--- src/rtl/cache_req_fifo_pkg.sv ---
// Shared types for the data-cache request path.
package cache_pkg;
  localparam int STALL_CNT_W = 16;
  localparam int CACHE_AW    = 32;
  localparam int CACHE_DW    = 32;

  typedef struct packed {
    logic                we;
    logic [CACHE_AW-1:0] address;
    logic [CACHE_DW-1:0] data;
  } cache_req_t;
endpackage

--- src/rtl/cache_req_fifo_if.sv ---
// Request (pipeline -> buffer) and head (buffer -> cache core) handshakes.
interface cache_req_fifo_if #(
  parameter int AW = 32,
  parameter int DW = 32
);
  logic          req_valid_i;
  logic          req_ready_o;
  logic          req_we_i;
  logic [AW-1:0] req_address_i;
  logic [DW-1:0] req_data_i;
  logic          cache_valid_o;
  logic          cache_ready_i;
  logic          cache_we_o;
  logic [AW-1:0] cache_address_o;
  logic [DW-1:0] cache_data_o;

  modport slave (
    input  req_valid_i, req_we_i, req_address_i, req_data_i, cache_ready_i,
    output req_ready_o, cache_valid_o, cache_we_o, cache_address_o, cache_data_o
  );
  modport master (
    output req_valid_i, req_we_i, req_address_i, req_data_i, cache_ready_i,
    input  req_ready_o, cache_valid_o, cache_we_o, cache_address_o, cache_data_o
  );
endinterface

--- src/rtl/cache_req_fifo_storage.sv ---
// DEPTH-entry request register array: one write port, one muxed read port.
module cache_req_storage
  import cache_pkg::*;
#(
  parameter int  DEPTH = 2,
  parameter type T     = cache_req_t,
  parameter int  PW    = $clog2(DEPTH)
) (
  input  logic          clk_i,
  input  logic          we_i,
  input  logic [PW-1:0] waddr_i,
  input  T              wdata_i,
  input  logic [PW-1:0] raddr_i,
  output T              rdata_o
);
  T mem [DEPTH];

  // Contents are intentionally not reset; occupancy lives in the top.
  always_ff @(posedge clk_i) begin
    for (int i = 0; i < DEPTH; i++)
      if (we_i && waddr_i == PW'(i)) mem[i] <= wdata_i;
  end

  assign rdata_o = mem[raddr_i];
endmodule

--- src/rtl/cache_req_fifo.sv ---
// Data-cache request FIFO with back-pressure, flush and saturating stall counter.
// Define CACHE_REQ_FIFO_BYPASS_EN for a zero-latency path when the buffer is empty.
module cache_req_fifo
  import cache_pkg::*;
#(
  parameter int DEPTH = 2,
  parameter int AW    = CACHE_AW,
  parameter int DW    = CACHE_DW,
  parameter int CW    = $clog2(DEPTH+1),
  parameter int PW    = $clog2(DEPTH)
) (
  input  logic                   clk_i,
  input  logic                   rst_ni,
  input  logic                   flush_i,
  cache_req_fifo_if.slave        bus,
  output logic [CW-1:0]          count_o,
  output logic [STALL_CNT_W-1:0] stall_cnt_o
);
  typedef struct packed {
    logic          we;
    logic [AW-1:0] address;
    logic [DW-1:0] data;
  } req_t;

  localparam logic [CW-1:0] FULL = CW'(DEPTH);

  logic [PW-1:0] wr_ptr, rd_ptr;
  logic [CW-1:0] count;
  logic          push, pop, fifo_valid;
  req_t          in_req, head, out_req;

  assign in_req     = '{we: bus.req_we_i, address: bus.req_address_i, data: bus.req_data_i};
  assign fifo_valid = (count != '0);
  assign bus.req_ready_o = (count < FULL);
  assign pop        = fifo_valid & bus.cache_ready_i;

`ifdef CACHE_REQ_FIFO_BYPASS_EN
  logic byp;
  assign byp  = ~fifo_valid & bus.req_valid_i;
  // A bypassed request taken by the cache this cycle never enters the array.
  assign push = bus.req_valid_i & bus.req_ready_o & ~(byp & bus.cache_ready_i);
  always_comb begin
    out_req           = '0;
    bus.cache_valid_o = fifo_valid | byp;
    if (fifo_valid)  out_req = head;
    else if (byp)    out_req = in_req;
  end
`else
  assign push = bus.req_valid_i & bus.req_ready_o;
  always_comb begin
    out_req           = '0;
    bus.cache_valid_o = fifo_valid;
    if (fifo_valid) out_req = head;
  end
`endif

  assign bus.cache_we_o      = out_req.we;
  assign bus.cache_address_o = out_req.address;
  assign bus.cache_data_o    = out_req.data;
  assign count_o             = count;

  cache_req_storage #(.DEPTH(DEPTH), .T(req_t), .PW(PW)) u_storage (
    .clk_i   (clk_i),
    .we_i    (push & ~flush_i),
    .waddr_i (wr_ptr),
    .wdata_i (in_req),
    .raddr_i (rd_ptr),
    .rdata_o (head)
  );

  // Flush wins over any push/pop in the same cycle.
  always_ff @(posedge clk_i or negedge rst_ni) begin
    if (!rst_ni) begin
      wr_ptr <= '0;
      rd_ptr <= '0;
      count  <= '0;
    end else if (flush_i) begin
      wr_ptr <= '0;
      rd_ptr <= '0;
      count  <= '0;
    end else begin
      if (push) wr_ptr <= wr_ptr + PW'(1);
      if (pop)  rd_ptr <= rd_ptr + PW'(1);
      if (push && !pop)      count <= count + CW'(1);
      else if (pop && !push) count <= count - CW'(1);
    end
  end

  always_ff @(posedge clk_i or negedge rst_ni) begin
    if (!rst_ni)
      stall_cnt_o <= '0;
    else if (bus.cache_valid_o && !bus.cache_ready_i && stall_cnt_o != '1)
      stall_cnt_o <= stall_cnt_o + STALL_CNT_W'(1);
  end
endmodule

--- src/flat_wrapper.sv ---
// flat-port wrapper written by rule: the top's interface ports become plain ports
module cache_req_fifo_flat import cache_pkg::*;
#(
  parameter int DEPTH = 2,
  parameter int AW    = CACHE_AW,
  parameter int DW    = CACHE_DW,
  parameter int CW    = $clog2(DEPTH+1),
  parameter int PW    = $clog2(DEPTH)
)
  (clk_i, rst_ni, flush_i, count_o, stall_cnt_o, bus_req_valid_i, bus_req_we_i, bus_req_address_i, bus_req_data_i, bus_cache_ready_i, bus_req_ready_o, bus_cache_valid_o, bus_cache_we_o, bus_cache_address_o, bus_cache_data_o);
  cache_req_fifo_if #(.AW(AW), .DW(DW)) bus_i ();
  input  logic clk_i;
  input  logic rst_ni;
  input  logic flush_i;
  output logic [CW-1:0] count_o;
  output logic [STALL_CNT_W-1:0] stall_cnt_o;
  input wire logic [$bits(bus_i.req_valid_i)-1:0] bus_req_valid_i;
  input wire logic [$bits(bus_i.req_we_i)-1:0] bus_req_we_i;
  input wire logic [$bits(bus_i.req_address_i)-1:0] bus_req_address_i;
  input wire logic [$bits(bus_i.req_data_i)-1:0] bus_req_data_i;
  input wire logic [$bits(bus_i.cache_ready_i)-1:0] bus_cache_ready_i;
  output wire logic [$bits(bus_i.req_ready_o)-1:0] bus_req_ready_o;
  output wire logic [$bits(bus_i.cache_valid_o)-1:0] bus_cache_valid_o;
  output wire logic [$bits(bus_i.cache_we_o)-1:0] bus_cache_we_o;
  output wire logic [$bits(bus_i.cache_address_o)-1:0] bus_cache_address_o;
  output wire logic [$bits(bus_i.cache_data_o)-1:0] bus_cache_data_o;
  assign bus_i.req_valid_i = bus_req_valid_i;
  assign bus_i.req_we_i = bus_req_we_i;
  assign bus_i.req_address_i = bus_req_address_i;
  assign bus_i.req_data_i = bus_req_data_i;
  assign bus_i.cache_ready_i = bus_cache_ready_i;
  assign bus_req_ready_o = bus_i.req_ready_o;
  assign bus_cache_valid_o = bus_i.cache_valid_o;
  assign bus_cache_we_o = bus_i.cache_we_o;
  assign bus_cache_address_o = bus_i.cache_address_o;
  assign bus_cache_data_o = bus_i.cache_data_o;
  cache_req_fifo #(.DEPTH(DEPTH), .AW(AW), .DW(DW), .CW(CW), .PW(PW)) u_core (.clk_i(clk_i), .rst_ni(rst_ni), .flush_i(flush_i), .bus(bus_i), .count_o(count_o), .stall_cnt_o(stall_cnt_o));
endmodule
--- config.mk ---
export PLATFORM = sky130hd
export DESIGN_NAME = cache_req_fifo_flat
export DESIGN_NICKNAME = d
export VERILOG_FILES = /design/src/rtl/cache_req_fifo_pkg.sv /design/src/rtl/cache_req_fifo_if.sv /design/src/rtl/cache_req_fifo_storage.sv /design/src/rtl/cache_req_fifo.sv /design/src/flat_wrapper.sv
export SDC_FILE = /design/constraint.sdc
export NUM_CORES = 1
export LEC_CHECK = 0
export CORE_UTILIZATION = 44
export CTS_CLUSTER_DIAMETER = 50
export DETAILED_ROUTE_END_ITERATION = 6
export PLACE_DENSITY = 0.76
export SLEW_MARGIN = 40
export SYNTH_ARGS = -nofsm -noshare
export SYNTH_HDL_FRONTEND = slang
export SYNTH_SLANG_ARGS = --single-unit
--- constraint.sdc ---
create_clock -name clk_i -period 5.7 [get_ports clk_i]
set_input_delay 1.14 -clock clk_i [delete_from_list [all_inputs] [get_ports clk_i]]
set_output_delay 1.14 -clock clk_i [all_outputs]
set_load 0.01 [all_outputs]
After elaboration in Yosys (flattened, before gate mapping) --
Memory sizes are Yosys's and may differ from the RTL's. Cells that the tools add are included.
Storage, ports and cells: bits of input ports 70, flip-flop bits (word level) 20, output and inout bits 85, memories 1, bits in writable memories 130
Memory list:
- u_core.u_storage.mem | words 2, bits a word 65, rd ports 1, clocked after memory_dff 0, write ports 1, line cache_req_fifo_storage.sv:16 | T mem [DEPTH];
Cells by class: $add $sub $neg 5, reductions and logical operators 14, eq/ne operators 1, bitwise logic cells 5, mux-type cells 15, $lt $le $gt $ge 1
Operators with widths (count):
- 65-bit two-way mux | 2
- 65-bit OR reduction | 1
- 16-bit by 1-bit adder with 16-bit output (second input constant) | 1
- 16-bit != test (second input constant) | 1
- 1-bit two-way mux | 10
- 1-bit logical AND | 6
- 2-bit two-way mux | 3
- 2-bit nonzero test | 3
- 1-bit AND | 3
- 1-bit logical NOT | 3
- 3-bit nonzero test | 1
- 1-bit adder (second input constant) | 2
- 2-bit by 1-bit adder with 2-bit output (second input constant) | 1
- 2-bit less-than comparator (second input constant) | 1
- 1-bit inverter | 2
- 2-bit by 1-bit subtractor with 2-bit output (second input constant) | 1

Depth between registers and ports, before layout --
Gate-level depths: netlist of run 1.
depth in word-level cells 8, mapped depth 5, depth with buffers taken out 5

By module --
A second synthesis of run 1 with hierarchy kept.
Second synthesis, totals: cells, all modules 373, area, all modules 6346.1 um^2
By module, submodules not included:
- cache_req_storage | instances 1, area an instance 4908.5 um^2, cells an instance 204, sequential area each 3903.7 um^2
- cache_req_fifo | instances 1, area an instance 1437.6 um^2, cells an instance 169, sequential area each 500.5 um^2

Worst setup path before layout of run 1 --
No wires, ideal clock.
path type input to register, from input bus_req_valid_i, to memory u_core.u_storage.mem[1][0] (netlist name), enable pin, stages 2, library setup time 581 ps, path buffers 0, arrival time 6076 ps, setup slack -957 ps, cell sequence nand2_1 nor3b_1
Between the ends: word-level cells in the longest chain between the ends 7
RTL lines:
- start, declared | line flat_wrapper.sv:17 | input wire logic [$bits(bus_i.req_valid_i)-1:0] bus_req_valid_i;
- 1-bit AND (*) | line cache_req_fifo.sv:49 | assign push = bus.req_valid_i & bus.req_ready_o;
- 1-bit AND (*) | line cache_req_fifo.sv:64 | .we_i (push & ~flush_i),
- 1-bit logical AND | line cache_req_fifo_storage.sv:21 | if (we_i && waddr_i == PW'(i)) mem[i] <= wdata_i;
- 1-bit two-way mux | line cache_req_fifo_storage.sv:21
- 1-bit two-way mux (not written as such) | line cache_req_fifo_storage.sv:21
- 65-bit OR reduction (no line)
- 1-bit two-way mux (no line)
- end, declared | line cache_req_fifo_storage.sv:16
Every way passes the cells marked *; elsewhere a longest branch is shown, timed or not.

Final worst setup path of run 1 --
from register u_core.count[0], in the netlist u_core.count_o[0], to output bus_cache_address_o[18]
Between the ends: word-level cells in the longest chain between the ends 2
RTL lines:
- start, declared | line cache_req_fifo.sv:28 | logic [CW-1:0] count;
- start signal, assigned | line cache_req_fifo.sv:84 | if (push && !pop) count <= count + CW'(1);
- start signal, assigned | line cache_req_fifo.sv:85 | else if (pop && !push) count <= count - CW'(1);
- 2-bit nonzero test | line cache_req_fifo.sv:33 | assign fifo_valid = (count != '0);
- 65-bit two-way mux | line cache_req_fifo.sv:53 | if (fifo_valid) out_req = head;
- end, declared | line flat_wrapper.sv:25 | output wire logic [$bits(bus_i.cache_address_o)-1:0] bus_cache_address_o;
No other way between the ends.

==> metrics.txt, run 1 <==
# TYPE chip_impl_metric gauge
chip_impl_metric{name="route.antenna.remaining_nets",unit=""} 0
chip_impl_metric{name="powerDensity",unit="nW/um^2"} 332
chip_impl_info{name="synth_top_cell_by_area",value="sky130_fd_sc_hd__edfxtp_1"} 1
chip_impl_metric{name="period_share",unit="%"} 67.0
chip_impl_metric{name="clock_transition_at_the_register_clock_pins_on_the_worst_setup_and_hold_paths_after_cts",unit="ns"} 0.06
chip_impl_metric{name="whs",unit="ns"} 0.536
chip_impl_metric{name="clockPowerShare",unit="%"} 39.0
chip_impl_metric{name="design_power_total",unit="W"} 0.00277
chip_impl_metric{name="timing.max_cap.violations",unit=""} 0
chip_impl_metric{name="seq_power_share",unit="%"} 47.2
chip_impl_metric{name="ys_seq_area_share",unit="%"} 73.9
chip_impl_metric{name="worst-r2r-cell-count",unit=""} 4
chip_impl_metric{name="total_of_endpoints_with_negative_setup_slack_in_the_final_report",unit=""} 0
chip_impl_metric{name="synth_area",unit="um^2"} 5960
chip_impl_metric{name="maxSlewViolCount",unit=""} 0
chip_impl_info{name="min_to",value="u_core.stall_cnt_o[13]$_DFFE_PN0P_"} 1
chip_impl_metric{name="number_of_distinct_library_cell_variants_in_the_gate_level_netlist_after_synthesis",unit=""} 35
chip_impl_metric{name="worst-endpoint-required",unit="ns"} 4.56
chip_impl_metric{name="design.core.area",unit="um^2"} 13200
chip_impl_metric{name="min_period",unit="ns"} 3.82
chip_impl_metric{name="port_buffers",unit=""} 154
chip_impl_metric{name="power_leakage",unit="nW"} 2.88
chip_impl_info{name="crit_path_top_delay_cell",value="sky130_fd_sc_hd__nor2_4"} 1
chip_impl_info{name="end_kind",value="primary output"} 1
chip_impl_metric{name="tightestPinTransition",unit="ns"} 0.731
chip_impl_metric{name="worst_skew_pair.late_latency",unit="ns"} 0.41
chip_impl_metric{name="final_net_count",unit=""} 611
chip_impl_info{name="criticalPathCategory",value="register to primary output"} 1
chip_impl_metric{name="internal-power",unit="W"} 0.00214
chip_impl_metric{name="globalplace.congestion",unit=""} 0.823
chip_impl_metric{name="synth-seq-cells",unit=""} 150
chip_impl_metric{name="critical_path.max_fanout",unit=""} 37
chip_impl_metric{name="max_freq",unit="MHz"} 262
chip_impl_metric{name="swShare",unit="%"} 22.5
chip_impl_info{name="maxUsedRoutingLayer",value="met4"} 1
chip_impl_metric{name="first_global_vias",unit=""} 3705
chip_impl_info{name="worst_hold_path_type",value="register to register"} 1
chip_impl_metric{name="met3RoutedLength",unit="um"} 722
chip_impl_metric{name="post_dr_wirelength_cell",unit="um"} 16.2
chip_impl_metric{name="net-switching-power",unit="W"} 0.000623
chip_impl_metric{name="cts-buffers-inserted",unit=""} 17
chip_impl_info{name="r2r-end",value="u_core.u_storage.mem[1][56]$_DFFE_PP_"} 1
chip_impl_metric{name="drt_first_pass_iters",unit=""} 4
chip_impl_metric{name="initial_core_util",unit="%"} 45.0
chip_impl_metric{name="grtUsageTotal",unit="%"} 17.4
chip_impl_metric{name="synthesis.nets",unit=""} 447
chip_impl_metric{name="die_w",unit="um"} 118
chip_impl_metric{name="placed_cells",unit=""} 697
chip_impl_metric{name="worst_ep_arrival_time",unit="ns"} 2.68
chip_impl_metric{name="fillers",unit=""} 977
chip_impl_metric{name="die-area",unit="um^2"} 14000
chip_impl_metric{name="grt.overflow.total",unit=""} 0
chip_impl_metric{name="cts_max_path_buffers",unit=""} 2
chip_impl_metric{name="p_comb_share",unit="%"} 13.9
chip_impl_metric{name="cpPeakStageDelay",unit="ns"} 0.62
chip_impl_metric{name="vias_per_cell",unit=""} 5.01
chip_impl_info{name="critical_path_launch_point_type",value="register"} 1
chip_impl_info{name="holdCritStartpoint",value="u_core.stall_cnt_o[13]$_DFFE_PN0P_"} 1
chip_impl_info{name="unrepaired_setup_endpoints_after_global_routing",value="false"} 1
chip_impl_metric{name="postSynthAreaPerCell",unit="um^2"} 15.8
chip_impl_info{name="critical_path_cell_list",value="nor2_4 > buf_4 > nor2_1 > clkdlybuf4s50_1"} 1
chip_impl_metric{name="max_vdd_drop",unit="V"} 0.000236
chip_impl_metric{name="yosysTopAreaCellShare",unit="%"} 65.5
chip_impl_metric{name="vias",unit=""} 3644
chip_impl_metric{name="grt_pass1_wl",unit="um"} 18600
chip_impl_metric{name="post-dp-hpwl",unit="um"} 7760
chip_impl_metric{name="timing.slew.headroom",unit="%"} 51.2
chip_impl_metric{name="postRouteWirelength",unit="um"} 11800
chip_impl_metric{name="tns",unit="ns"} 0
chip_impl_metric{name="final_layout_size_suffix_gt1_share",unit="%"} 8.70
chip_impl_metric{name="hold_depth",unit=""} 1
chip_impl_metric{name="maximum_number_of_pins_on_one_net_before_global_route_repair",unit=""} 38
chip_impl_info{name="ys_top_cells_by_area",value="sky130_fd_sc_hd__edfxtp_1 66%, sky130_fd_sc_hd__mux2i_1 11%, sky130_fd_sc_hd__dfrtp_1 8.4%, sky130_fd_sc_hd__nor2_1 4.6%, sky130_fd_sc_hd__nor4_4 1.1%"} 1
chip_impl_metric{name="dieHeight",unit="um"} 118
chip_impl_metric{name="cts.repair_timing.setup_buffer_count",unit=""} 0
chip_impl_info{name="clock_tree.root_cell",value="sky130_fd_sc_hd__clkbuf_16"} 1
chip_impl_metric{name="h_tree_level_count",unit=""} 4
chip_impl_metric{name="stdcell_count",unit=""} 728
chip_impl_metric{name="finalClockSkew",unit="ns"} 0.0119
chip_impl_metric{name="fp-row-count",unit=""} 42
chip_impl_metric{name="gate_count_after_technology_mapping",unit=""} 376
chip_impl_metric{name="clock_tree_sinks",unit=""} 150
chip_impl_info{name="r2r-start",value="u_core.count_o[1]$_DFFE_PN0P_"} 1
chip_impl_info{name="status",value="finished, final reports clean"} 1
chip_impl_metric{name="ys_warn_count",unit=""} 0
chip_impl_metric{name="dr.first_iter.drc_count",unit=""} 160
chip_impl_metric{name="r2r_slack",unit="ns"} 3.79
chip_impl_metric{name="detail_route.drc_violations",unit=""} 0
chip_impl_metric{name="ios",unit=""} 155
chip_impl_metric{name="insertedDiodeCount",unit=""} 0
chip_impl_metric{name="post_cts.resized_instances",unit=""} 0
chip_impl_metric{name="cts_hold_buffers",unit=""} 0
chip_impl_metric{name="final_hold_viol_count",unit=""} 0
chip_impl_metric{name="route.met2.wl",unit="um"} 5840
chip_impl_metric{name="antenna_violations_before_repair",unit=""} 0
chip_impl_metric{name="syn_to_final_growth",unit="%"} 39.7
chip_impl_info{name="tritoncts_clock_tree",value="built"} 1
chip_impl_metric{name="fin_util",unit="%"} 62.9
chip_impl_metric{name="wl_met1",unit="um"} 5100
## cells in the final DEF, fill, tap and decap left out, types with 3 or more instances in the layout
cell type,instances
sky130_fd_sc_hd__xor2_1,6
sky130_fd_sc_hd__mux2_4,3
sky130_fd_sc_hd__a21oi_1,4
sky130_fd_sc_hd__nand4_1,5
sky130_fd_sc_hd__clkinv_2,4
sky130_fd_sc_hd__nor4_4,3
sky130_fd_sc_hd__dfrtp_1,19
sky130_fd_sc_hd__clkdlybuf4s50_1,153
sky130_fd_sc_hd__clkbuf_16,17
sky130_fd_sc_hd__nand2_1,8
sky130_fd_sc_hd__mux2i_1,66
sky130_fd_sc_hd__nand3_1,6
sky130_fd_sc_hd__edfxtp_1,130
sky130_fd_sc_hd__inv_1,4
sky130_fd_sc_hd__clkinv_1,3
sky130_fd_sc_hd__buf_4,5
sky130_fd_sc_hd__nor2_1,72
sky130_fd_sc_hd__xnor2_1,5
sky130_fd_sc_hd__bufinv_16,3
## cell families (layout without fill, tap and decap cells)
logic type,Yosys count,count (layout),share of synthesized area (%)
flip-flops,150,150,73.9
AND/OR/NAND/NOR,113,113,9.59
multiplexers,69,69,11.8
buffers and inverters,20,196,1.41
AO/OA/AOI/OAI,12,12,1.43
XOR/XNOR,11,11,1.62
adder cells (fa/ha/maj),1,1,0.210
## worst max-delay path: cells and delay by family (launching register included)
kind	cells	cell delay (ns)
flip-flops	1	0.48
buffers and inverters	2	1.00
AND/OR/NAND/NOR	2	0.75
## flip-flops by register name, indices dropped and copies added (netlist names)
name,cells
u_core.count_o,2
u_core.rd_ptr,1
u_core.wr_ptr,1
u_core.u_storage.mem,130
u_core.stall_cnt_o,16
## cells in the mapped netlist
| master | n |
|---|---|
| sky130_fd_sc_hd__nand3_1 | 6 |
| sky130_fd_sc_hd__o21a_1 | 1 |
| sky130_fd_sc_hd__mux2i_1 | 66 |
| sky130_fd_sc_hd__a21o_1 | 1 |
| sky130_fd_sc_hd__and4_1 | 1 |
| sky130_fd_sc_hd__clkbuf_1 | 4 |
| sky130_fd_sc_hd__a41oi_1 | 1 |
| sky130_fd_sc_hd__dfrtp_1 | 20 |
| sky130_fd_sc_hd__and3_1 | 2 |
| sky130_fd_sc_hd__nor2b_1 | 2 |
| sky130_fd_sc_hd__mux2_4 | 3 |
| sky130_fd_sc_hd__a21oi_1 | 4 |
| sky130_fd_sc_hd__buf_1 | 5 |
| sky130_fd_sc_hd__and4b_1 | 1 |
| sky130_fd_sc_hd__nor4_4 | 3 |
| sky130_fd_sc_hd__nor4_1 | 2 |
| sky130_fd_sc_hd__nand4_1 | 5 |
| sky130_fd_sc_hd__nor4b_1 | 1 |
| sky130_fd_sc_hd__edfxtp_1 | 130 |
| sky130_fd_sc_hd__nor3b_1 | 1 |
| sky130_fd_sc_hd__nand2_1 | 8 |
| sky130_fd_sc_hd__and2b_1 | 1 |
| sky130_fd_sc_hd__ha_1 | 1 |
| sky130_fd_sc_hd__nor2_1 | 73 |
| sky130_fd_sc_hd__o21bai_4 | 1 |
| sky130_fd_sc_hd__o21ai_0 | 2 |
| sky130_fd_sc_hd__nand4_4 | 1 |
| sky130_fd_sc_hd__xor2_1 | 6 |
| sky130_fd_sc_hd__nand2b_1 | 1 |
| sky130_fd_sc_hd__nor3_1 | 3 |
| sky130_fd_sc_hd__a31oi_1 | 2 |
| sky130_fd_sc_hd__nand3_2 | 2 |
| sky130_fd_sc_hd__buf_2 | 7 |
| sky130_fd_sc_hd__xnor2_1 | 5 |
| sky130_fd_sc_hd__inv_1 | 4 |
## per-layer routing
| layer | vias up | GRT usage, % |
|---|---|---|
| met5 | - | 0 |
| met4 | 0 | 5.93 |
| met3 | 8 | 6.47 |
| met2 | 122 | 27.9 |
| met1 | 1786 | 21.7 |
| li1 | 1728 | - |
## through the flow
step	setup slack (ns)	instance area, um^2
global route	1.72	8330
finish	1.88	8330
global placement	2.30	7720
detailed placement	2.28	7760
CTS	1.83	8330
floorplan	1.34	5970
## final cells by class
type	instances	area, um^2	share of cell area [%]
flip-flops and latches	150	4410	52.9
repair buffers	161	1610	19.4
multi-input cells	206	1500	18.0
clock buffers	19	433	5.20
well taps	176	220	2.64
clock inverters	12	136	1.64
inverters	4	15.0	0.180
## power groups by stage
stage	Clock, W	Combinational, W	Sequential [W]
CTS	0.00110	0.000389	0.00130
global placement	0	0.000357	0.00134
floorplan	0	0.000170	0.00132
detailed placement	0	0.000386	0.00133
global route	0.00114	0.000412	0.00131
finish	0.00108	0.000384	0.00130
## how the worst max path moves through the flow
| stage | from | to | cells after the start |
|---|---|---|---|
| detailed placement | u_core.count_o[0]$_DFFE_PN0P_ | bus_cache_address_o[18] | 4 |
| CTS | u_core.count_o[0]$_DFFE_PN0P_ | bus_cache_address_o[18] | 4 |
| global route | u_core.count_o[0]$_DFFE_PN0P_ | bus_cache_address_o[18] | 4 |
| floorplan | bus_req_valid_i | u_core.u_storage.mem[1][0]$_DFFE_PP_ | 2 |
| finish | u_core.count_o[0]$_DFFE_PN0P_ | bus_cache_address_o[18] | 4 |
| global placement | u_core.count_o[0]$_DFFE_PN0P_ | bus_cache_address_o[18] | 4 |
No activity file was read; power rests on OpenSTA's default activity.
==> inputs of run 2 (changes only) <==
--- a/config.mk
+++ b/config.mk
@@ -5,10 +5,10 @@
 export SDC_FILE = /design/constraint.sdc
 export NUM_CORES = 1
 export LEC_CHECK = 0
-export CORE_UTILIZATION = 44
+export CORE_UTILIZATION = 49
 export CTS_CLUSTER_DIAMETER = 50
 export DETAILED_ROUTE_END_ITERATION = 6
-export PLACE_DENSITY = 0.76
+export PLACE_DENSITY = 0.8
 export SLEW_MARGIN = 40
 export SYNTH_ARGS = -nofsm -noshare
 export SYNTH_HDL_FRONTEND = slang
==> constraint.sdc (replaced) <==
create_clock -name clk_i -period 3.9 [get_ports clk_i]
set_input_delay 0.78 -clock clk_i [delete_from_list [all_inputs] [get_ports clk_i]]
set_output_delay 0.78 -clock clk_i [all_outputs]
set_load 0.01 [all_outputs]
==> run 2 against run 1 <==
The run now ends with design-rule violations left. First-iteration DRC count grew 69%. Flip-flop and latch count unchanged. Combinational power is 44% higher. Setup slack got worse by 1.1 ns. Final cell count decreased by 4.3%. Via count is 0.38% lower. Non-clock buffer count increased by 1. Clock power is 46% higher. Die area is 10% lower. Largest cell class unchanged. Highest routed layer unchanged.
==> metrics.txt, run 2 (synthesized netlist as in run 1, its figures left out) <==
# TYPE chip_impl_metric gauge
chip_impl_metric{name="grt_pass1_wl",unit="um"} 19200
chip_impl_metric{name="h_tree_level_count",unit=""} 4
chip_impl_metric{name="initial_core_util",unit="%"} 51.3
chip_impl_metric{name="first_global_vias",unit=""} 3776
chip_impl_metric{name="fp-row-count",unit=""} 39
chip_impl_metric{name="die_w",unit="um"} 112
chip_impl_metric{name="fin_util",unit="%"} 71.4
chip_impl_metric{name="route.antenna.remaining_nets",unit=""} 0
chip_impl_metric{name="period_share",unit="%"} 78.8
chip_impl_info{name="tritoncts_clock_tree",value="built"} 1
chip_impl_info{name="critical_path_cell_list",value="buf_4 > mux2i_1 > nor2_1 > clkdlybuf4s50_1"} 1
chip_impl_metric{name="setup_slack",unit="ns"} 0.827
chip_impl_metric{name="tns",unit="ns"} 0
chip_impl_metric{name="detail_route.drc_violations",unit=""} 11
chip_impl_info{name="critical_path_launch_point_type",value="register"} 1
chip_impl_info{name="clock_tree.root_cell",value="sky130_fd_sc_hd__clkbuf_16"} 1
chip_impl_metric{name="maxSlewViolCount",unit=""} 0
chip_impl_metric{name="insertedDiodeCount",unit=""} 0
chip_impl_metric{name="cts_hold_buffers",unit=""} 0
chip_impl_metric{name="grt.overflow.total",unit=""} 0
chip_impl_metric{name="grtUsageTotal",unit="%"} 20.4
chip_impl_metric{name="postRouteWirelength",unit="um"} 11900
chip_impl_metric{name="internal-power",unit="W"} 0.00314
chip_impl_info{name="criticalPathCategory",value="register to primary output"} 1
chip_impl_info{name="final_cell_mix",value="153 x sky130_fd_sc_hd__clkdlybuf4s50_1, 130 x sky130_fd_sc_hd__edfxtp_1, 72 x sky130_fd_sc_hd__nor2_1"} 1
chip_impl_metric{name="post_cts.resized_instances",unit=""} 0
chip_impl_metric{name="cts.repair_timing.setup_buffer_count",unit=""} 0
chip_impl_metric{name="clock_tree_sinks",unit=""} 150
chip_impl_metric{name="timing.slew.headroom",unit="%"} 62.8
chip_impl_metric{name="worst_skew_pair.late_latency",unit="ns"} 0.41
chip_impl_metric{name="worst_ep_arrival_time",unit="ns"} 2.29
chip_impl_metric{name="dp_worst_setup_slack",unit="ns"} 1.22
chip_impl_info{name="mostFrequentLayoutCell",value="sky130_fd_sc_hd__clkdlybuf4s50_1"} 1
chip_impl_metric{name="powerDensity",unit="nW/um^2"} 488
chip_impl_metric{name="swShare",unit="%"} 22.3
chip_impl_metric{name="drt_first_pass_iters",unit=""} 7
chip_impl_metric{name="port_buffers",unit=""} 154
chip_impl_metric{name="p_comb_share",unit="%"} 13.6
chip_impl_info{name="unrepaired_setup_endpoints_after_global_routing",value="false"} 1
chip_impl_metric{name="vias",unit=""} 3630
chip_impl_metric{name="largest_reg_flops",unit=""} 130
chip_impl_info{name="worst_hold_path_type",value="input pin to async pin"} 1
chip_impl_metric{name="seq_power_share",unit="%"} 47.3
chip_impl_metric{name="power_leakage",unit="nW"} 2.89
chip_impl_metric{name="critical_path.max_fanout",unit=""} 28
chip_impl_metric{name="cpPeakStageDelay",unit="ns"} 0.75
chip_impl_metric{name="dr.first_iter.drc_count",unit=""} 271
chip_impl_metric{name="min_period",unit="ns"} 3.07
chip_impl_metric{name="cts-buffers-inserted",unit=""} 17
chip_impl_metric{name="tightestPinTransition",unit="ns"} 0.558
chip_impl_metric{name="clockPowerShare",unit="%"} 39.1
chip_impl_metric{name="max_vdd_drop",unit="V"} 0.000331
chip_impl_metric{name="post_dr_wirelength_cell",unit="um"} 17.1
chip_impl_info{name="end_kind",value="primary output"} 1
chip_impl_metric{name="final_net_count",unit=""} 612
chip_impl_metric{name="timing.max_cap.violations",unit=""} 0
chip_impl_metric{name="max_freq",unit="MHz"} 325
chip_impl_metric{name="globalplace.congestion",unit=""} 0.724
chip_impl_metric{name="die-area",unit="um^2"} 12600
chip_impl_metric{name="syn_to_final_growth",unit="%"} 39.1
chip_impl_metric{name="worst-endpoint-required",unit="ns"} 3.12
chip_impl_metric{name="cts_max_path_buffers",unit=""} 2
chip_impl_metric{name="dieHeight",unit="um"} 112
chip_impl_metric{name="finalClockSkew",unit="ns"} 0.0107
chip_impl_metric{name="net-switching-power",unit="W"} 0.000903
chip_impl_metric{name="clock_transition_at_the_register_clock_pins_on_the_worst_setup_and_hold_paths_after_cts",unit="ns"} 0.06
chip_impl_metric{name="final_hold_viol_count",unit=""} 0
chip_impl_info{name="violated_checks",value="design-rule violations"} 1
chip_impl_metric{name="design.core.area",unit="um^2"} 11600
chip_impl_metric{name="vias_per_cell",unit=""} 5.21
chip_impl_metric{name="antenna_violations_before_repair",unit=""} 0
chip_impl_info{name="crit_path_top_delay_cell",value="sky130_fd_sc_hd__dfrtp_4"} 1
chip_impl_metric{name="total_of_endpoints_with_negative_setup_slack_in_the_final_report",unit=""} 0
chip_impl_info{name="status",value="complete, but fails checks"} 1
chip_impl_info{name="top_register",value="u_core.u_storage.mem"} 1
chip_impl_metric{name="maximum_number_of_pins_on_one_net_before_global_route_repair",unit=""} 43
chip_impl_metric{name="post-dp-hpwl",unit="um"} 7760
chip_impl_metric{name="final_layout_size_suffix_gt1_share",unit="%"} 8.66
chip_impl_metric{name="ios",unit=""} 155
-- run 2: cell count changes in the layout (fill, tap and decap cells not counted), moves of 2 or more --
cell                         delta
sky130_fd_sc_hd__clkbuf_1       +3
sky130_fd_sc_hd__buf_4          +2
sky130_fd_sc_hd__clkinvlp_4     -2
sky130_fd_sc_hd__clkinv_4       +2
-- run 2: path summary, 6_finish.rpt --
| check | from | endpoint | slack [ns] | depth (start not counted) |
|---|---|---|---|---|
| max | u_core.rd_ptr$_DFFE_PN0P_ | bus_cache_address_o[1] | 0.83 | 4 |
| min | rst_ni | u_core.wr_ptr$_DFFE_PN0P_ | 0.32 | 1 |
| max reg2reg | u_core.count_o[1]$_DFFE_PN0P_ | u_core.u_storage.mem[1][25]$_DFFE_PP_ | 1.94 | 4 |
| min reg2reg | u_core.stall_cnt_o[0]$_DFFE_PN0P_ | u_core.stall_cnt_o[0]$_DFFE_PN0P_ | 0.55 | 1 |
| max in group asynchronous | rst_ni | u_core.rd_ptr$_DFFE_PN0P_ | 3.22 | 1 |
| min in group clk_i | u_core.stall_cnt_o[0]$_DFFE_PN0P_ | u_core.stall_cnt_o[0]$_DFFE_PN0P_ | 0.55 | 1 |
-- run 2: routing by layer --
metal  track usage, %  vias up  wire length [um]
met3             6.32       18               826
met4             9.24        0               219
met2             32.7      154              5710
li1                 -     1727                 -
met1             25.6     1731              5150
met5                0        -                 0
-- run 2: through the flow --
step                instances  cell area (um^2)  total power, W  hold WS [ns]
floorplan                 376              5980         0.00218         0.484
global placement          665              7720         0.00248         0.515
detailed placement        665              7710         0.00250         0.526
CTS                       697              8290         0.00408         0.316
global route              697              8290         0.00420         0.341
finish                    697              8290         0.00404         0.322
-- run 2: worst max-delay path: cells and delay by family (launching register included) --
family,cells,cell delay [ns]
DFF,1,0.75
buffers and inverters,2,0.83
and+or+nand+nor,1,0.06
muxes,1,0.24
-- run 2: final cells by class --
cell class | count | area, um^2
Timing Repair Buffer | 162 | 1610
Multi-Input combinational cell | 206 | 1500
Inverter | 4 | 15.0
Fill cell | 801 | 3330
Sequential cell | 150 | 4410
Tap cell | 143 | 179
Clock buffer | 22 | 444
Clock inverter | 10 | 130
-- run 2: power groups by stage --
| stage | clock network [W] | registers, W | logic (W) |
|---|---|---|---|
| after detailed placement | 0 | 0.00194 | 0.000552 |
| after global placement | 0 | 0.00194 | 0.000543 |
| final | 0.00158 | 0.00191 | 0.000552 |
| after global routing | 0.00168 | 0.00192 | 0.000596 |
| after CTS | 0.00161 | 0.00191 | 0.000559 |
| after floorplan | 0 | 0.00193 | 0.000251 |
==> inputs of run 3 (changes only) <==
==> constraint.sdc (replaced) <==
create_clock -name clk_i -period 3.2 [get_ports clk_i]
set_input_delay 0.64 -clock clk_i [delete_from_list [all_inputs] [get_ports clk_i]]
set_output_delay 0.64 -clock clk_i [all_outputs]
set_load 0.01 [all_outputs]
==> run 3 against run 2 <==
The flow still finishes with violations (design-rule violations). Clock power up 27%. Register-to-register slack worse by 0.76 ns. Clock skew shrank 0.0039 ns. Utilization is 0.18 points higher. Final cell count fell by 0.43%. Global-route usage up 0.074 points.
==> metrics.txt, run 3 (synthesized netlist as in run 1, its figures left out) <==
# TYPE chip_impl_metric gauge
chip_impl_metric{name="final_layout_size_suffix_gt1_share",unit="%"} 8.89
chip_impl_metric{name="detail_route.drc_violations",unit=""} 11
chip_impl_metric{name="cpPeakStageDelay",unit="ns"} 0.66
chip_impl_info{name="end_kind",value="primary output"} 1
chip_impl_info{name="worst_hold_path_type",value="input pin to async pin"} 1
chip_impl_metric{name="maxSlewViolCount",unit=""} 0
chip_impl_info{name="critical_path_cell_list",value="buf_12 > mux2i_1 > nor2_1 > clkdlybuf4s50_1"} 1
chip_impl_metric{name="timing.slew.headroom",unit="%"} 63.7
chip_impl_metric{name="drt_first_pass_iters",unit=""} 7
chip_impl_metric{name="die-area",unit="um^2"} 12600
chip_impl_metric{name="maximum_number_of_pins_on_one_net_before_global_route_repair",unit=""} 54
chip_impl_metric{name="critPathBufInv",unit=""} 2
chip_impl_metric{name="route.antenna.remaining_nets",unit=""} 0
chip_impl_metric{name="globalplace.congestion",unit=""} 0.752
chip_impl_metric{name="period_share",unit="%"} 90.4
chip_impl_metric{name="placed_cells",unit=""} 664
chip_impl_metric{name="clock_tree_sinks",unit=""} 150
chip_impl_info{name="critical_path_launch_point_type",value="register"} 1
chip_impl_metric{name="max_freq",unit="MHz"} 346
chip_impl_metric{name="worst-endpoint-required",unit="ns"} 2.56
chip_impl_metric{name="min_period",unit="ns"} 2.89
chip_impl_info{name="criticalPathCategory",value="register to primary output"} 1
chip_impl_metric{name="final_hold_viol_count",unit=""} 0
chip_impl_metric{name="powerDensity",unit="nW/um^2"} 602
chip_impl_info{name="crit_path_top_delay_cell",value="sky130_fd_sc_hd__dfrtp_4"} 1
chip_impl_metric{name="clock_transition_at_the_register_clock_pins_on_the_worst_setup_and_hold_paths_after_cts",unit="ns"} 0.06
chip_impl_info{name="mostFrequentLayoutCell",value="sky130_fd_sc_hd__clkdlybuf4s50_1"} 1
chip_impl_metric{name="vias_per_cell",unit=""} 5.27
chip_impl_metric{name="fillers",unit=""} 792
chip_impl_metric{name="largest_reg_flops",unit=""} 130
chip_impl_metric{name="ios",unit=""} 155
chip_impl_info{name="unrepaired_setup_endpoints_after_global_routing",value="false"} 1
chip_impl_info{name="tritoncts_clock_tree",value="built"} 1
chip_impl_info{name="top_register",value="u_core.u_storage.mem"} 1
chip_impl_metric{name="port_buffers",unit=""} 154
chip_impl_metric{name="grt.overflow.total",unit=""} 0
chip_impl_metric{name="stdcell_count",unit=""} 694
chip_impl_metric{name="post_dr_wirelength_cell",unit="um"} 17.4
chip_impl_metric{name="critical_path.max_fanout",unit=""} 31
chip_impl_metric{name="cts_max_path_buffers",unit=""} 2
chip_impl_metric{name="vias",unit=""} 3655
chip_impl_metric{name="tightestPinTransition",unit="ns"} 0.544
chip_impl_metric{name="postRouteWirelength",unit="um"} 12100
chip_impl_metric{name="initial_core_util",unit="%"} 51.3
chip_impl_metric{name="tns",unit="ns"} 0
chip_impl_metric{name="layout.area.seq",unit="um^2"} 4410
chip_impl_info{name="status",value="complete, but fails checks"} 1
chip_impl_info{name="timing.critical_path.max_delay_family",value="buffers and inverters"} 1
chip_impl_metric{name="multi_input_area",unit="um^2"} 1500
chip_impl_metric{name="design_power_total",unit="W"} 0.00500
chip_impl_metric{name="first_global_vias",unit=""} 3843
chip_impl_metric{name="grt_pass1_wl",unit="um"} 19100
chip_impl_metric{name="dieHeight",unit="um"} 112
chip_impl_metric{name="cts-buffers-inserted",unit=""} 17
chip_impl_metric{name="max_vdd_drop",unit="V"} 0.000468
chip_impl_metric{name="post-dp-hpwl",unit="um"} 7840
chip_impl_metric{name="grtUsageTotal",unit="%"} 20.4
chip_impl_metric{name="design.core.area",unit="um^2"} 11600
chip_impl_metric{name="cts.repair_timing.setup_buffer_count",unit=""} 0
chip_impl_metric{name="fp-row-count",unit=""} 39
chip_impl_metric{name="worst_ep_arrival_time",unit="ns"} 2.25
chip_impl_metric{name="antenna_violations_before_repair",unit=""} 0
chip_impl_metric{name="total_of_endpoints_with_negative_setup_slack_in_the_final_report",unit=""} 0
chip_impl_metric{name="h_tree_level_count",unit=""} 4
chip_impl_metric{name="final_net_count",unit=""} 611
chip_impl_metric{name="die_w",unit="um"} 112
chip_impl_metric{name="finalClockSkew",unit="ns"} 0.00679
chip_impl_info{name="final_cell_mix",value="153 x sky130_fd_sc_hd__clkdlybuf4s50_1, 130 x sky130_fd_sc_hd__edfxtp_1, 72 x sky130_fd_sc_hd__nor2_1"} 1
chip_impl_metric{name="power_leakage",unit="nW"} 2.90
chip_impl_metric{name="syn_to_final_growth",unit="%"} 39.4
chip_impl_metric{name="post_cts.resized_instances",unit=""} 0
chip_impl_metric{name="insertedDiodeCount",unit=""} 0
chip_impl_metric{name="dr.first_iter.drc_count",unit=""} 210
chip_impl_metric{name="worst_skew_pair.late_latency",unit="ns"} 0.42
chip_impl_info{name="violated_checks",value="design-rule violations"} 1
chip_impl_metric{name="cts_hold_buffers",unit=""} 0
chip_impl_info{name="clock_tree.root_cell",value="sky130_fd_sc_hd__clkbuf_16"} 1
chip_impl_metric{name="timing.max_cap.violations",unit=""} 0
run 3: final cells by class:
cell class / instances / area share, %
Clock inverter: 12 / 1.94
Tap cell: 143 / 2.15
Timing Repair Buffer: 161 / 19.4
Multi-Input combinational cell: 206 / 18.1
Sequential cell: 150 / 53.1
Clock buffer: 18 / 5.17
Inverter: 4 / 0.181
run 3: worst paths after layout:
kind	startpoint	endpoint	slack, ns	cells after the start
hold / removal	rst_ni	u_core.stall_cnt_o[9]$_DFFE_PN0P_	0.17	1
min in group clk_i	u_core.stall_cnt_o[0]$_DFFE_PN0P_	u_core.stall_cnt_o[0]$_DFFE_PN0P_	0.55	1
setup reg to reg	u_core.count_o[1]$_DFFE_PN0P_	u_core.u_storage.mem[1][27]$_DFFE_PP_	1.18	4
setup / recovery	u_core.rd_ptr$_DFFE_PN0P_	bus_cache_address_o[23]	0.31	4
hold reg to reg	u_core.stall_cnt_o[0]$_DFFE_PN0P_	u_core.stall_cnt_o[0]$_DFFE_PN0P_	0.55	1
max in group asynchronous	rst_ni	u_core.rd_ptr$_DFFE_PN0P_	2.66	1
run 3: where the power goes:
part / total [W] / internal [W] / switching [W]
clock: 0.00200 / 0.00128 / 0.000714
combinational: 0.000682 / 0.000370 / 0.000312
sequential: 0.00232 / 0.00224 / 0.0000818
total: 0.00500 / 0.00389 / 0.00111
run 3: metrics by stage:
stage / hold WS, ns / worst slack (ns) / area (um^2) / utilization (%)
global placement: 0.508 / 0.753 / 7720 / 66.5
finish: 0.173 / 0.306 / 8310 / 71.5
detailed placement: 0.536 / 0.705 / 7720 / 66.5
CTS: 0.162 / 0.267 / 8310 / 71.5
floorplan: 0.344 / 0.206 / 5980 / -
global route: 0.183 / 0.194 / 8310 / 71.5
run 3: layer usage:
metal | share of wire, % | track usage (%) | wire [um] | vias up
met3 | 6.7 | 6.80 | 811 | 27
met5 | 0 | 0 | 0 | -
met2 | 49 | 32.7 | 5870 | 120
met1 | 42 | 24.9 | 5130 | 1784
met4 | 2.3 | 10.5 | 281 | 0
li1 | - | - | - | 1724
run 3: worst reg2reg max path: cells and delay by family, from the launching register on:
kind	cells	cell delay, ns
DFF	1	0.50
and+or+nand+nor	2	0.50
buffers and inverters	2	0.64
